## src/rtl/mmio_peripheral_unit_pkg.sv

```systemverilog
// Shared register map, TCON bit positions and 7-segment glyph table for the MMIO peripheral block.
package periph_pkg;

    typedef enum logic [2:0] {
        REG_TH      = 3'd0,
        REG_TL      = 3'd1,
        REG_TCON    = 3'd2,
        REG_LED     = 3'd3,
        REG_DIGI    = 3'd4,
        REG_SYSTICK = 3'd5
    } reg_sel_e;

    localparam int TCON_EN     = 0;
    localparam int TCON_IE     = 1;
    localparam int TCON_STATUS = 2;

    // The register window is 32 bytes, so everything above bit 4 must match the base.
    localparam int WINDOW_LSB = 5;

    // Active-low g..a segment codes, entry i is the glyph for hex digit i.
    localparam logic [15:0][6:0] SEG7_LUT = {
        7'h0E, 7'h06, 7'h21, 7'h46, 7'h03, 7'h08, 7'h10, 7'h00,
        7'h78, 7'h02, 7'h12, 7'h19, 7'h30, 7'h24, 7'h79, 7'h40
    };

endpackage

```

## src/rtl/mmio_peripheral_unit_if.sv

```systemverilog
// CPU data-bus port as seen by a memory-mapped peripheral.
interface mmio_peripheral_unit_if;
    logic        rd;
    logic        wr;
    logic [31:0] addr;
    logic [31:0] wdata;
    logic [31:0] rdata;

    modport master (output rd, output wr, output addr, output wdata, input rdata);
    modport slave  (input rd, input wr, input addr, input wdata, output rdata);
endinterface

```

## src/rtl/mmio_peripheral_unit_hex_to_seg7.sv

```systemverilog
// Hex nibble to active-low g..a 7-segment pattern.
module hex_to_seg7
    import periph_pkg::*;
(
    input  logic [3:0] nibble_i,
    output logic [6:0] seg_o
);
    assign seg_o = SEG7_LUT[nibble_i];
endmodule

```

## src/rtl/mmio_peripheral_unit.sv

```systemverilog
// Memory-mapped timer / LED / 7-segment scanner / cycle counter on the CPU data bus.
// Register reads are combinational; all state changes on the rising clock edge.
module mmio_peripheral_unit
    import periph_pkg::*;
#(
    parameter logic [31:0] BASE_ADDR   = 32'h4000_0000,
    parameter int          TIMER_W     = 32,
    parameter int          LED_W       = 8,
    parameter int          DIGIT_COUNT = 4,
    parameter int          SCAN_DIV    = 50000
) (
    input  logic                     clk,
    input  logic                     reset,
    mmio_peripheral_unit_if.slave    bus,
    output logic [LED_W-1:0]         led,
    output logic [DIGIT_COUNT+7:0]   digi,
    output logic                     irq
);
    localparam int DV_W  = 4 * DIGIT_COUNT;
    localparam int IDX_W = (DIGIT_COUNT > 1) ? $clog2(DIGIT_COUNT) : 1;
    localparam int PS_W  = $clog2(SCAN_DIV);

    logic [TIMER_W-1:0]     th_q, th_d, tl_q, tl_d;
    logic                   en_q, en_d, ie_q, ie_d, st_q, st_d;
    logic [LED_W-1:0]       led_q, led_d;
    logic [DV_W-1:0]        dv_q, dv_d;
    logic [31:0]            tick_q, tick_d;
    logic [PS_W-1:0]        ps_q, ps_d;
    logic [IDX_W-1:0]       idx_q, idx_d;
    logic [DIGIT_COUNT+7:0] digi_q, digi_d;

    logic        hit, wr_hit;
    logic [2:0]  word;
    logic        wr_th, wr_tl, wr_tcon, wr_led, wr_dv;
    logic        run, reload, set_st, ps_last, idx_last;
    logic [31:0] rdata_c;
    logic [6:0]  seg;
    logic [3:0]  sel_nib;
    logic [DIGIT_COUNT-1:0] anode_n;
    logic [3:0]  nibbles [2**IDX_W];
    logic        unused_bits;

    assign hit     = bus.addr[31:WINDOW_LSB] == BASE_ADDR[31:WINDOW_LSB];
    assign word    = bus.addr[4:2];
    assign wr_hit  = bus.wr && hit;
    assign wr_th   = wr_hit && (word == REG_TH);
    assign wr_tl   = wr_hit && (word == REG_TL);
    assign wr_tcon = wr_hit && (word == REG_TCON);
    assign wr_led  = wr_hit && (word == REG_LED);
    assign wr_dv   = wr_hit && (word == REG_DIGI);

    // A TCON write that clears EN suppresses this cycle's count/reload as well.
    assign run    = en_q && !(wr_tcon && !bus.wdata[TCON_EN]);
    assign reload = run && (&tl_q);
    assign set_st = reload && ie_q;

    assign ps_last  = ps_q == PS_W'(SCAN_DIV - 1);
    assign idx_last = idx_q == IDX_W'(DIGIT_COUNT - 1);

    generate
        for (genvar gi = 0; gi < 2**IDX_W; gi++) begin : g_nib
            if (gi < DIGIT_COUNT) begin : g_real
                assign nibbles[gi] = dv_q[4*gi +: 4];
            end else begin : g_pad
                assign nibbles[gi] = 4'h0;
            end
        end
        for (genvar gi = 0; gi < DIGIT_COUNT; gi++) begin : g_anode
            assign anode_n[gi] = (idx_q != IDX_W'(gi));
        end
    endgenerate

    assign sel_nib = nibbles[idx_q];

    hex_to_seg7 u_seg (
        .nibble_i (sel_nib),
        .seg_o    (seg)
    );

    always_comb begin
        th_d   = th_q;
        tl_d   = tl_q;
        en_d   = en_q;
        ie_d   = ie_q;
        st_d   = st_q;
        led_d  = led_q;
        dv_d   = dv_q;
        tick_d = tick_q + 32'd1;
        ps_d   = ps_q + PS_W'(1);
        idx_d  = idx_q;
        digi_d = digi_q;

        if (wr_th) th_d = bus.wdata[TIMER_W-1:0];

        // Bus write to TL takes priority over the counter.
        if (wr_tl)       tl_d = bus.wdata[TIMER_W-1:0];
        else if (reload) tl_d = th_q;
        else if (run)    tl_d = tl_q + TIMER_W'(1);

        if (wr_tcon) begin
            en_d = bus.wdata[TCON_EN];
            ie_d = bus.wdata[TCON_IE];
        end

        // A reload setting STATUS beats a simultaneous write-one-to-clear.
        if (set_st)                                  st_d = 1'b1;
        else if (wr_tcon && bus.wdata[TCON_STATUS])  st_d = 1'b0;

        if (wr_led) led_d = bus.wdata[LED_W-1:0];
        if (wr_dv)  dv_d  = bus.wdata[DV_W-1:0];

        if (ps_last) begin
            ps_d   = '0;
            idx_d  = idx_last ? '0 : idx_q + IDX_W'(1);
            digi_d = {anode_n, 1'b1, seg};
        end
    end

    always_ff @(posedge clk or negedge reset) begin
        if (!reset) begin
            th_q   <= '0;
            tl_q   <= '0;
            en_q   <= 1'b0;
            ie_q   <= 1'b0;
            st_q   <= 1'b0;
            led_q  <= '0;
            dv_q   <= '0;
            tick_q <= '0;
            ps_q   <= '0;
            idx_q  <= '0;
            digi_q <= '1;
        end else begin
            th_q   <= th_d;
            tl_q   <= tl_d;
            en_q   <= en_d;
            ie_q   <= ie_d;
            st_q   <= st_d;
            led_q  <= led_d;
            dv_q   <= dv_d;
            tick_q <= tick_d;
            ps_q   <= ps_d;
            idx_q  <= idx_d;
            digi_q <= digi_d;
        end
    end

    always_comb begin
        rdata_c = '0;
        if (bus.rd && hit) begin
            case (word)
                REG_TH:      rdata_c = 32'(th_q);
                REG_TL:      rdata_c = 32'(tl_q);
                REG_TCON:    rdata_c = {29'b0, st_q, ie_q, en_q};
                REG_LED:     rdata_c = 32'(led_q);
                REG_DIGI:    rdata_c = 32'(dv_q);
                REG_SYSTICK: rdata_c = tick_q;
                default:     rdata_c = '0;
            endcase
        end
    end

    assign bus.rdata = rdata_c;
    assign led       = led_q;
    assign digi      = digi_q;
    assign irq       = st_q & ie_q;

    // Byte-lane bits and wide write-data bits beyond narrow registers carry no meaning here.
    assign unused_bits = ^{bus.addr[1:0], bus.wdata};

endmodule

```

## src/flat_wrapper.sv

```systemverilog
// flat-port wrapper written by rule: the top's interface ports become plain ports
module mmio_peripheral_unit_flat import periph_pkg::*;
#(
    parameter logic [31:0] BASE_ADDR   = 32'h4000_0000,
    parameter int          TIMER_W     = 32,
    parameter int          LED_W       = 8,
    parameter int          DIGIT_COUNT = 4,
    parameter int          SCAN_DIV    = 50000
)
  (clk, reset, led, digi, irq, bus_rd, bus_wr, bus_addr, bus_wdata, bus_rdata);
  mmio_peripheral_unit_if bus_i ();
  input  logic clk;
  input  logic reset;
  output logic [LED_W-1:0] led;
  output logic [DIGIT_COUNT+7:0] digi;
  output logic irq;
  input wire logic [$bits(bus_i.rd)-1:0] bus_rd;
  input wire logic [$bits(bus_i.wr)-1:0] bus_wr;
  input wire logic [$bits(bus_i.addr)-1:0] bus_addr;
  input wire logic [$bits(bus_i.wdata)-1:0] bus_wdata;
  output wire logic [$bits(bus_i.rdata)-1:0] bus_rdata;
  assign bus_i.rd = bus_rd;
  assign bus_i.wr = bus_wr;
  assign bus_i.addr = bus_addr;
  assign bus_i.wdata = bus_wdata;
  assign bus_rdata = bus_i.rdata;
  mmio_peripheral_unit #(.BASE_ADDR(BASE_ADDR), .TIMER_W(TIMER_W), .LED_W(LED_W), .DIGIT_COUNT(DIGIT_COUNT), .SCAN_DIV(SCAN_DIV)) u_core (.clk(clk), .reset(reset), .bus(bus_i), .led(led), .digi(digi), .irq(irq));
endmodule
```

## config.mk

```make
export PLATFORM = sky130hd
export DESIGN_NAME = mmio_peripheral_unit_flat
export DESIGN_NICKNAME = d
export VERILOG_FILES = /design/src/rtl/mmio_peripheral_unit_pkg.sv /design/src/rtl/mmio_peripheral_unit_if.sv /design/src/rtl/mmio_peripheral_unit_hex_to_seg7.sv /design/src/rtl/mmio_peripheral_unit.sv /design/src/flat_wrapper.sv
export SDC_FILE = /design/constraint.sdc
export NUM_CORES = 1
export LEC_CHECK = 0
export BUFFER_PORTS_ARGS = -buffer_cell sky130_fd_sc_hd__clkbuf_2
export CAP_MARGIN = 20
export CORE_MARGIN = 3
export CORE_UTILIZATION = 40
export CTS_CLUSTER_DIAMETER = 30
export CTS_CLUSTER_SIZE = 25
export DETAILED_ROUTE_END_ITERATION = 12
export GPL_TIMING_DRIVEN = 1
export PLACE_DENSITY = 0.69
export SYNTH_ARGS = -nofsm -noshare
export SYNTH_HDL_FRONTEND = slang
export SYNTH_HIERARCHICAL = 1
export SYNTH_SLANG_ARGS = --single-unit
```

## constraint.sdc

```tcl
create_clock -name clk -period 2.6 [get_ports clk]
set_input_delay 0.26 -clock clk [delete_from_list [all_inputs] [get_ports clk]]
set_output_delay 0.26 -clock clk [all_outputs]
set_load 0.02 [all_outputs]
```

After elaboration in Yosys (flattened, before gate mapping)
Memory sizes are Yosys's and may differ from the RTL's. A register that Yosys moved wholly into a read port is not among the register bits.
Index checks and enable logic that the tools add are counted.

cells by class
  add/sub/neg operators = 4
  $lt $le $gt $ge = 2
  equal/unequal tests = 11
  muxes and demuxes = 13
  bitwise operators = 2
  reduce and logical (&&, ||, !) cells = 20

operators with widths
  kind                     count
  $pmux W32 S6             1
  $mux W32                 4
  $add A32 B1 Y32 const B  2
  $reduce_and A32 Y1       1
  $eq A27 B26 Y1 const B   1
  $add A16 B1 Y16 const B  1
  $eq A16 B16 Y1 const B   1
  $mux W16                 1
  $logic_and A1 B1 Y1      12
  $bmux W4 S2              1
  $mux W4                  2
  $mux W7                  1
  $eq A3 B2 Y1 const B     2
  $eq A3 B3 Y1 const B     2
  $lt A4 B5 Y1 const B     1
  $ne A2 B2 Y1 const B     2
  $reduce_bool A2 Y1       2
  $eq A3 B1 Y1 const B     1
  $ge A3 B3 Y1 const B     1
  $logic_not A1 Y1         3
  $logic_not A3 Y1         1
  $not A2 Y3               1
  $reduce_bool A3 Y1       1
  $add A2 B1 Y2 const B    1
  5 further kinds          6

storage, ports and cells
  flip-flop bits (word level) = 152
  ROM bits = 112
  logic and storage cells = 64
  memories kept = 1

memory list
  memory            words  bits a word  rd ports  clocked after memory_dff  wr ports  line                                   RTL
  (name not given)  16     7            1         1                         0         mmio_peripheral_unit_hex_to_seg7.sv:8  assign seg_o = SEG7_LUT[nibble_i];

Depth between registers and ports, before layout
Gate-level depths: netlist of run 1.

  depth in word-level cells = 9
  mapped depth = 10

Cells and area by module
Netlist of run 1, hierarchy kept.

by module, submodules not included
  module                times used  cells an instance  area an instance (um^2)  sequential area each (um^2)
  mmio_peripheral_unit  1           808                8340.5                   3817.4
  hex_to_seg7           1           35                 271.5                    0.0

Least setup slack after synthesis of run 1
Ideal clock, no wire load.

  path type = input-to-output
  start = in bus_addr[6]
  end = out bus_rdata[12]
  data arrival time = 2.084 ns
  setup slack = 0.256 ns
  cell stages on the path = 8
  buffers on the path = 2
  cells stage by stage = nor4_1 > nand4_1 > nor2_1 > nand3_1 > or2_2 > clkbuf_1 > clkbuf_1 > nor2b_1

on the way
  longest elaborated chain between the ends = 3

ends and longest elaborated chain
  what                 line                         RTL
  from (decl)          flat_wrapper.sv:19           input wire logic [$bits(bus_i.addr)-1:0] bus_addr;
  $eq A27 B26 Y1       mmio_peripheral_unit.sv:43   assign hit = bus.addr[31:WINDOW_LSB] == BASE_ADDR[31:WINDOW_LSB];
  $logic_and A1 B1 Y1  mmio_peripheral_unit.sv:149  if (bus.rd && hit) begin
  $mux W32             mmio_peripheral_unit.sv:149
  to (decl)            flat_wrapper.sv:21           output wire logic [$bits(bus_i.rdata)-1:0] bus_rdata;

Every way passes these cells.

Final worst setup path of run 1
  start = reg u_core.tl_q[1]
  end = reg u_core.tl_q[4]

on the way
  longest elaborated chain between the ends = 4

ends and longest elaborated chain
  what                                                          line                                                    RTL
  from (decl)                                                   mmio_peripheral_unit.sv:23                              logic [TIMER_W-1:0] th_q, th_d, tl_q, tl_d;
  from (signal assigned)                                        mmio_peripheral_unit.sv:134                             tl_q <= tl_d;
  $add A32 B1 Y32 / $reduce_and A32 Y1 (equally long branches)  mmio_peripheral_unit.sv:98, mmio_peripheral_unit.sv:54
  $mux W32 / $logic_and A1 B1 Y1 (equally long branches)        mmio_peripheral_unit.sv:98, mmio_peripheral_unit.sv:54
  $mux W32                                                      mmio_peripheral_unit.sv:97                              else if (reload) tl_d = th_q;
  $mux W32                                                      mmio_peripheral_unit.sv:96                              if (wr_tl) tl_d = bus.wdata[TIMER_W-1:0];

Several ways; a longest one is shown, not always the timed one. The select of a mux whose other input is x is not followed.
A chain may end at the register's enable or synchronous reset.

==> flow_metrics.env, run 1 <==
export IMPL_min_period_over_period=0.913
export IMPL_synthFlopType="dfrtp_1"
export IMPL_drc=0
export IMPL_overflow=0
export IMPL_status="complete, no violations"
export IMPL_placed_area_mm2=0.00972
export IMPL_grt_setup_unrepaired="false"
export IMPL_leakagePower_nw=4.73
export IMPL_postSynthCellCount=843
export IMPL_placementRows=53
export IMPL_cp_arrival_ps=2700
export IMPL_required_ps=2930
export IMPL_slew_headroom=0.571
export IMPL_dp_slack_ps=90.2
export IMPL_drt_pass1_iter_count=5
export IMPL_fin_ws_ps=226
export IMPL_nNetsFinal=1058
export IMPL_drv_cap=0
export IMPL_fin_skew_ps=7.48
export IMPL_initial_core_util=0.408
export IMPL_synth_cell_area_mm2=0.00861
export IMPL_tightestPinTransition_ps=644
export IMPL_crit_path_start_kind="flip-flop"
export IMPL_mostFrequentLayoutCell="dfrtp_1"
export IMPL_fill_cells=1980
export IMPL_yosys_warnings=6
export IMPL_vias=7139
export IMPL_syn_area_per_cell_um2=10.2
export IMPL_worstSetupPathType="reg -> reg"
export IMPL_critPathSlowestCell="dfrtp_1"
export IMPL_hp_class="in -> reg"
export IMPL_layout_drive_gt1_share=0.287
export IMPL_critPathBufInv=1
export IMPL_crit_family="simple AND/OR/NAND/NOR gates"
export IMPL_cts_path_max_buffers=2
export IMPL_finalHoldViolCount=0
export IMPL_area_delta_synth_final_pct=20.1
export IMPL_wl_per_cell_um=18.9
export IMPL_setup_viol=0
export IMPL_port_buffers=117
export IMPL_final_cell_mix="dfrtp_1, clkbuf_2, nand2_1"
export IMPL_syn_nets=925
export IMPL_clock_sinks=152
export IMPL_cts_tree="yes"
export IMPL_clkTransAtPathRegs_ps=60
export IMPL_synth_seq_cells=152
export IMPL_powerDensity_mw_per_mm2=498
export IMPL_ys_seq_area_frac=0.443
export IMPL_yosysUniqueCellTypes=67
export IMPL_die_area_mm2=0.0233
export IMPL_cp_end_kind="flip-flop"
export IMPL_grt_pass1_vias=7109
export IMPL_drv_slew=0
export IMPL_grt_pass1_wl_mm=39.0
export IMPL_peakVddDrop_uv=383
export IMPL_period_minus_slack_ps=2370
export IMPL_dp_hpwl_mm=17.2
export IMPL_antenna_found_initial=1
export IMPL_ios=121
export IMPL_multi_input_area_mm2=0.00451
export IMPL_synthArstFlopShare=1.00
export IMPL_gp_congestion=0.870
export IMPL_fp_dieH_um=153
export IMPL_ant_nets=0
export IMPL_fmax_ghz=0.421
export IMPL_drt_iter0_markers=800
export IMPL_viasPerCell=5.65
export IMPL_cts_made_buffers=17
export IMPL_die_w_um=153
export IMPL_regArea_mm2=0.00382
export IMPL_path_common_cell="a211oi_1"
export IMPL_cts_htree_levels=4
export IMPL_design_area_mm2=0.0103
export IMPL_synth_edf_count=0
export IMPL_crit_chain="ha_1, nand4_1, nor4_2, and3_1, and2_1, buf_12, a211oi_1, a211oi_1"
export IMPL_grt_use_total=0.206
export IMPL_wl_mm=23.8
export IMPL_crit_fanout=13
export IMPL_critical_path_max_stage_delay_ps=400
export IMPL_setup_tns_final_ps=0
export IMPL_coreArea_mm2=0.0211
export IMPL_clk_latency_ps=430
export IMPL_cts_root_buffer="clkbuf_16"
export IMPL_diodes=0
export IMPL_grt_max_degree=67
## report_power, final
group / total [W] / switching [W] / internal [W]
Combinational: 0.000229 / 0.000146 / 0.0000831
Sequential: 0.00237 / 0.0000000653 / 0.00237
Clock: 0.00256 / 0.000996 / 0.00156
## final timing paths
kind,start,to,slack [ps],cells after the start
worst min register to register,u_core/digi[4]$_DFFE_PN1N_,u_core/digi[4]$_DFFE_PN1N_,450,2
max in group asynchronous,reset,u_core/th_q[17]$_DFFE_PN0P_,1410,3
worst max-delay path,u_core/tl_q[1]$_DFFE_PN0P_,u_core/tl_q[4]$_DFFE_PN0P_,230,8
worst max register to register,u_core/tl_q[1]$_DFFE_PN0P_,u_core/tl_q[4]$_DFFE_PN0P_,230,8
worst min-delay path,bus_wdata[25],u_core/th_q[25]$_DFFE_PN0P_,60,3
min in group asynchronous,reset,u_core/tick_q[30]$_DFF_PN0_,400,2
## cells in the mapped netlist, types with 2 or more instances
master | n | share of area
dfrtp_1 | 141 | 0.41
nand2_1 | 85 | 0.037
nor2_1 | 72 | 0.031
o21ai_0 | 44 | 0.026
a21oi_1 | 42 | 0.024
mux2_2 | 40 | 0.052
nand3_1 | 37 | 0.022
xnor2_1 | 36 | 0.037
mux2i_1 | 30 | 0.035
xor2_1 | 29 | 0.029
a22oi_1 | 28 | 0.024
inv_1 | 21 | 0.0092
nand4_1 | 18 | 0.013
and3_1 | 17 | 0.012
clkbuf_1 | 17 | 0.0074
mux4_2 | 17 | 0.044
buf_2 | 14 | 0.0081
ha_1 | 14 | 0.020
nor3_1 | 13 | 0.0076
dfstp_2 | 11 | 0.034
nor2b_1 | 10 | 0.0073
mux2_1 | 8 | 0.010
and2_1 | 6 | 0.0044
mux2_4 | 6 | 0.010
a211oi_1 | 5 | 0.0044
a221o_1 | 5 | 0.0058
buf_4 | 5 | 0.0044
nand2b_1 | 5 | 0.0036
nor4_2 | 5 | 0.0073
o21ai_1 | 5 | 0.0029
buf_1 | 4 | 0.0017
buf_6 | 4 | 0.0052
nor4_1 | 4 | 0.0029
o21a_1 | 3 | 0.0026
o22a_1 | 3 | 0.0031
a21o_1 | 2 | 0.0017
a31oi_1 | 2 | 0.0015
a41oi_1 | 2 | 0.0020
nor4b_1 | 2 | 0.0020
nor4b_2 | 2 | 0.0035
o22ai_1 | 2 | 0.0015
or2_1 | 2 | 0.0015
## layer usage
metal  wire (µm)  GRT usage  share of wire
met1       10700      0.296           0.45
met2       11000      0.311           0.46
met3        1790     0.0525          0.075
met4         361     0.0573          0.015
met5          13          0        0.00055
## worst min-delay path, cell delays in order
cell and delay, ps:
clkbuf_2 90, nand2_1 40, o21ai_0 60
## area by class of cell
class                      instances  area share
multi-input combinational        625       0.436
sequential                       152       0.369
timing repair buffer             158      0.0945
clock buffer                      21      0.0445
tap                              275      0.0333
clock inverter                    11      0.0142
inverter                          22     0.00823
## state kept, by name, indices dropped and copies added (netlist names)
name	count
u_core/digi	11
u_core/idx_q	2
u_core/th_q	32
u_core/ie_q	1
u_core/ps_q	16
u_core/dv_q	16
u_core/st_q	1
u_core/en_q	1
u_core/led	8
u_core/tick_q	32
u_core/tl_q	32
## through the flow
stage                     hold slack, ps  total power, W  instances   util
after global routing                62.0         0.00531       1264  0.490
after CTS                           43.1         0.00518       1264  0.490
final                               61.0         0.00515       1264  0.490
after global placement               304         0.00264       1231  0.461
after detailed placement             310         0.00264       1231  0.461
after floorplan                    -35.6         0.00248        843      -
## cell families (layout without fill, tap and decap cells)
logic type	count (synthesis)	count (layout)	share of synthesized area
simple gates	294	294	0.174
buf+inv	66	212	0.0368
flops	152	152	0.443
compound gates	150	150	0.107
fa+ha+maj	14	14	0.0203
xor+xnor	65	65	0.0661
other cells	1	1	0.000435
mux	101	101	0.153
## timing repair
item	CTS	global route
gates resized for setup	0	1
setup endpoints to repair	0	22
hold buffers	1	0
setup buffers	0	0
endpoints found under the hold margin	63	0
No activity file was read; power rests on OpenSTA's default activity.
==> run 2: changes to the inputs <==
- CELL_PAD_IN_SITES_DETAIL_PLACEMENT: unset -> 0
- CELL_PAD_IN_SITES_GLOBAL_PLACEMENT: unset -> 1
- PLACE_DENSITY: 0.69 -> 0.82
==> flow_metrics.env, run 2 (synthesis results as in run 1) <==
export IMPL_status="complete, no violations"
export IMPL_ios=121
export IMPL_critPathSlowestCell="or2_2"
export IMPL_mostFrequentLayoutCell="dfrtp_1"
export IMPL_overflow=0
export IMPL_clkTransAtPathRegs_ps=60
export IMPL_cts_root_buffer="clkbuf_16"
export IMPL_path_common_cell="clkbuf_2"
export IMPL_swShare=0.218
export IMPL_clock_power_share=0.500
export IMPL_peakVddDrop_uv=266
export IMPL_grt_pass1_vias=6934
export IMPL_worstSetupPathType="in -> out"
export IMPL_slew_headroom=0.591
export IMPL_p_seq_frac=0.457
export IMPL_area_delta_synth_final_pct=19.4
export IMPL_pwr_share_comb=0.043
export IMPL_fin_skew_ps=11.1
export IMPL_antenna_found_initial=1
export IMPL_hp_class="in -> reg"
export IMPL_cp_end_kind="primary output"
export IMPL_cp_arrival_ps=2180
export IMPL_drc=0
export IMPL_setup_viol=0
export IMPL_clock_sinks=152
export IMPL_fmax_ghz=0.410
export IMPL_wl_mm=23.0
export IMPL_coreArea_mm2=0.0211
export IMPL_p_int_w=0.00405
export IMPL_drt_pass1_iter_count=5
export IMPL_period_minus_slack_ps=2440
export IMPL_die_area_mm2=0.0233
export IMPL_diodes=0
export IMPL_drv_cap=0
export IMPL_placed_area_mm2=0.00966
export IMPL_grt_use_total=0.198
export IMPL_dp_slack_ps=136
export IMPL_grt_setup_unrepaired="false"
export IMPL_drv_slew=0
export IMPL_fp_dieH_um=153
export IMPL_tightestPinTransition_ps=607
export IMPL_cts_path_max_buffers=2
export IMPL_wl_per_cell_um=18.4
export IMPL_cts_htree_levels=4
export IMPL_grt_max_degree=63
export IMPL_drt_iter0_markers=500
export IMPL_required_ps=2340
export IMPL_cts_resized=0
export IMPL_design_area_mm2=0.0103
export IMPL_initial_core_util=0.408
export IMPL_leakagePower_nw=4.70
export IMPL_viasPerCell=5.50
export IMPL_ff2ff_setup_slack_ps=190
export IMPL_cts_hold_buffers=1
export IMPL_final_cell_mix="dfrtp_1, clkbuf_2, nand2_1"
export IMPL_cts_made_buffers=17
export IMPL_finalHoldViolCount=0
export IMPL_vias=6886
export IMPL_crit_fanout=24
export IMPL_crit_path_start_kind="primary input"
export IMPL_placementRows=53
export IMPL_dp_hpwl_mm=16.3
export IMPL_critical_path_max_stage_delay_ps=550
export IMPL_nNetsFinal=1048
export IMPL_cts_tree="yes"
export IMPL_min_period_over_period=0.937
export IMPL_powerDensity_mw_per_mm2=504
export IMPL_finalPower_w=0.00518
export IMPL_gp_congestion=0.829
export IMPL_grt_pass1_wl_mm=37.5
export IMPL_top_regs="u_core/th_q x32, u_core/tick_q x32, u_core/tl_q x32"
export IMPL_crit_chain="clkbuf_2, nor4_2, nand4_1, nor2_1, nand3_1, or2_2, nor2b_1, clkbuf_2"
export IMPL_clk_latency_ps=420
export IMPL_post_cts_buffers=0
export IMPL_setup_tns_final_ps=0
export IMPL_fin_ws_ps=163
export IMPL_port_buffers=117
export IMPL_hold_slack_ps=64.6
export IMPL_ant_nets=0
export IMPL_die_w_um=153
export IMPL_p_switching_w=0.00113
export IMPL_layout_drive_gt1_share=0.279
## run 2: cell types whose count changed in the layout (fill, tap and decap cells not counted), sizes merged
cell      delta
clkinv       +5
buf         -10
bufinv       +1
clkbuf       -2
inv          -1
clkinvlp     -4
## run 2: layout make-up
| class | instances | area (µm²) |
|---|---|---|
| Inverter | 22 | 85.1 |
| Multi-Input combinational cell | 625 | 4510 |
| Tap cell | 275 | 344 |
| Clock inverter | 12 | 178 |
| Fill cell | 1979 | 10800 |
| Clock buffer | 19 | 433 |
| Timing Repair Buffer | 148 | 915 |
| Sequential cell | 152 | 3820 |
## run 2: through the flow
| stage | std cells | util |
|---|---|---|
| floorplan | 843 | - |
| global placement | 1221 | 0.458 |
| detailed placement | 1221 | 0.458 |
| CTS | 1253 | 0.487 |
| global route | 1253 | 0.487 |
| finish | 1253 | 0.487 |
## run 2: critical path, delay by kind of cell
family        cells  cell delay [ps]
buf+inv           2              280
simple gates      6             1630
## run 2: routing by layer
metal | share of wire | GRT usage
met5 | 0.00056 | 0
met4 | 0.019 | 0.0577
met3 | 0.058 | 0.0392
met2 | 0.47 | 0.313
met1 | 0.46 | 0.279
## run 2: final timing paths
| path | start | end | depth (start not counted) |
|---|---|---|---|
| min in group asynchronous | reset | u_core/idx_q[0]$_DFFE_PN0N_ | 2 |
| setup reg to reg | u_core/tl_q[1]$_DFFE_PN0P_ | u_core/tl_q[29]$_DFFE_PN0P_ | 7 |
| hold / removal | bus_wdata[16] | u_core/th_q[16]$_DFFE_PN0P_ | 3 |
| setup / recovery | bus_addr[17] | bus_rdata[8] | 8 |
| max in group asynchronous | reset | u_core/tick_q[17]$_DFF_PN0_ | 3 |
| hold reg to reg | u_core/digi[2]$_DFFE_PN1N_ | u_core/digi[2]$_DFFE_PN1N_ | 2 |
## run 2: power groups by stage
stage	clock [W]	combinational (W)	sequential, W
floorplan	0	0.0000736	0.00241
global placement	0	0.000223	0.00241
detailed placement	0	0.000226	0.00241
CTS	0.00264	0.000227	0.00237
global route	0.00275	0.000246	0.00236
finish	0.00259	0.000222	0.00237
==> run 3: changes to the inputs <==
- PLACE_DENSITY: 0.82 -> unset
- PLACE_DENSITY_LB_ADDON: unset -> 0.12
==> flow_metrics.env, run 3 (synthesis results as in run 1) <==
export IMPL_status="complete, no violations"
export IMPL_leakagePower_nw=4.74
export IMPL_die_w_um=153
export IMPL_fmax_ghz=0.408
export IMPL_drv_cap=0
export IMPL_cts_path_max_buffers=2
export IMPL_grt_use_total=0.207
export IMPL_top_regs="u_core/th_q x32, u_core/tick_q x32, u_core/tl_q x32"
export IMPL_wl_mm=23.9
export IMPL_multi_input_area_mm2=0.00451
export IMPL_drt_iter0_markers=409
export IMPL_diodes=0
export IMPL_ant_nets=0
export IMPL_critPathBufInv=2
export IMPL_period_minus_slack_ps=2450
export IMPL_p_switching_w=0.00122
export IMPL_antenna_found_initial=0
export IMPL_area_delta_synth_final_pct=19.8
export IMPL_crit_chain="clkbuf_2, nor4_2, nand2_1, nor2_1, nand3_1, or2_2, nor2b_1, clkbuf_2"
export IMPL_clk_latency_ps=430
export IMPL_drv_slew=0
export IMPL_cts_tree="yes"
export IMPL_fill_cells=2031
export IMPL_crit_family="simple AND/OR/NAND/NOR gates"
export IMPL_peakVddDrop_uv=292
export IMPL_p_int_w=0.00389
export IMPL_cp_end_kind="primary output"
export IMPL_drc=0
export IMPL_post_cts_buffers=0
export IMPL_initial_core_util=0.408
export IMPL_grt_pass1_vias=6955
export IMPL_pwr_share_comb=0.044
export IMPL_cts_made_buffers=17
export IMPL_crit_fanout=24
export IMPL_regArea_mm2=0.00382
export IMPL_wl_per_cell_um=18.9
export IMPL_nNetsFinal=1059
export IMPL_critPathSlowestCell="or2_2"
export IMPL_viasPerCell=5.44
export IMPL_hp_class="in -> reg"
export IMPL_swShare=0.239
export IMPL_min_period_over_period=0.942
export IMPL_worstSetupPathType="in -> out"
export IMPL_slew_headroom=0.555
export IMPL_hold_slack_ps=53.5
export IMPL_required_ps=2340
export IMPL_dp_slack_ps=120
export IMPL_tightestPinTransition_ps=660
export IMPL_vias=6886
export IMPL_dp_hpwl_mm=17.2
export IMPL_gp_congestion=0.781
export IMPL_grt_setup_unrepaired="true"
export IMPL_clkTransAtPathRegs_ps=60
export IMPL_grt_max_degree=57
export IMPL_fin_skew_ps=8.91
export IMPL_fp_dieH_um=153
export IMPL_die_area_mm2=0.0233
export IMPL_port_buffers=117
export IMPL_critical_path_max_stage_delay_ps=530
export IMPL_clock_sinks=152
export IMPL_p_seq_frac=0.462
export IMPL_cp_arrival_ps=2190
export IMPL_ios=121
export IMPL_cts_root_buffer="clkbuf_16"
export IMPL_crit_path_start_kind="primary input"
export IMPL_clock_power_share=0.494
export IMPL_setup_viol=0
export IMPL_finalPower_w=0.00511
export IMPL_powerDensity_mw_per_mm2=495
export IMPL_coreArea_mm2=0.0211
export IMPL_grt_pass1_wl_mm=38.7
export IMPL_drt_pass1_iter_count=5
export IMPL_cts_resized=0
export IMPL_fin_ws_ps=151
export IMPL_cts_htree_levels=4
export IMPL_final_cell_mix="dfrtp_1, clkbuf_2, nand2_1"
export IMPL_finalHoldViolCount=0
export IMPL_placementRows=53
export IMPL_mostFrequentLayoutCell="dfrtp_1"
export IMPL_path_common_cell="clkbuf_2"
export IMPL_overflow=0
export IMPL_setup_tns_final_ps=0
export IMPL_layout_drive_gt1_share=0.289
[run 3: changes by cell type in the layout (fill, tap and decap cells not counted), sizes merged]
cell,change
buf,+11
inv,+5
bufinv,-2
clkbuf,-1
clkinv,-1
[run 3: timing repair]
item                                    4_1_cts  5_1_grt
endpoints found under the hold margin        48        0
endpoints found under the setup margin        0        1
hold buffers                                  1        0
[run 3: worst reg2reg max path, delay by kind of cell (launching register included)]
kind,cells,cell delay [ps]
simple gates,4,1120
mux,1,220
compound gates,1,90
buf+inv,1,180
fa+ha+maj,1,260
flops,1,400
[run 3: worst paths after layout]
| path | start | endpoint | slack (ps) | depth (start not counted) |
|---|---|---|---|---|
| worst min-delay path | bus_wdata[25] | u_core/th_q[25]$_DFFE_PN0P_ | 50 | 3 |
| max in group asynchronous | reset | u_core/digi[1]$_DFFE_PN1N_ | 1550 | 3 |
| worst min register to register | u_core/digi[5]$_DFFE_PN1N_ | u_core/digi[5]$_DFFE_PN1N_ | 460 | 2 |
| min in group asynchronous | reset | u_core/tl_q[6]$_DFFE_PN0P_ | 380 | 2 |
| worst max register to register | u_core/tl_q[1]$_DFFE_PN0P_ | u_core/tl_q[3]$_DFFE_PN0P_ | 210 | 8 |
| worst max-delay path | bus_addr[10] | bus_rdata[9] | 150 | 8 |
[run 3: power groups by stage]
stage / logic [W] / registers [W] / clock network [W]
2_1_floorplan: 0.0000736 / 0.00241 / 0
4_1_cts: 0.000230 / 0.00236 / 0.00258
5_1_grt: 0.000251 / 0.00236 / 0.00270
3_3_place_gp: 0.000228 / 0.00241 / 0
6_report: 0.000223 / 0.00237 / 0.00253
3_5_place_dp: 0.000228 / 0.00241 / 0
[run 3: layer usage]
metal  global-route usage  vias to the layer above  routed length, µm
li1                     -                     3285                  -
met1                0.304                     3413              11600
met2                0.323                      177              11000
met3               0.0457                       11               1140
met4               0.0344                        0                142
met5                    0                        -                  0
[run 3: final cells by class]
cell class	count	share of cell area
Tap cell	275	0.0333
Inverter	22	0.00824
Clock inverter	14	0.0161
Timing Repair Buffer	159	0.0942
Multi-Input combinational cell	625	0.437
Sequential cell	152	0.370
Clock buffer	18	0.0416
[run 3: through the flow]
step                 util  cells  cell area, µm²
floorplan               -    843            8610
global placement    0.461   1232            9720
detailed placement  0.461   1232            9720
CTS                 0.489   1265           10300
global route        0.489   1265           10300
finish              0.489   1265           10300
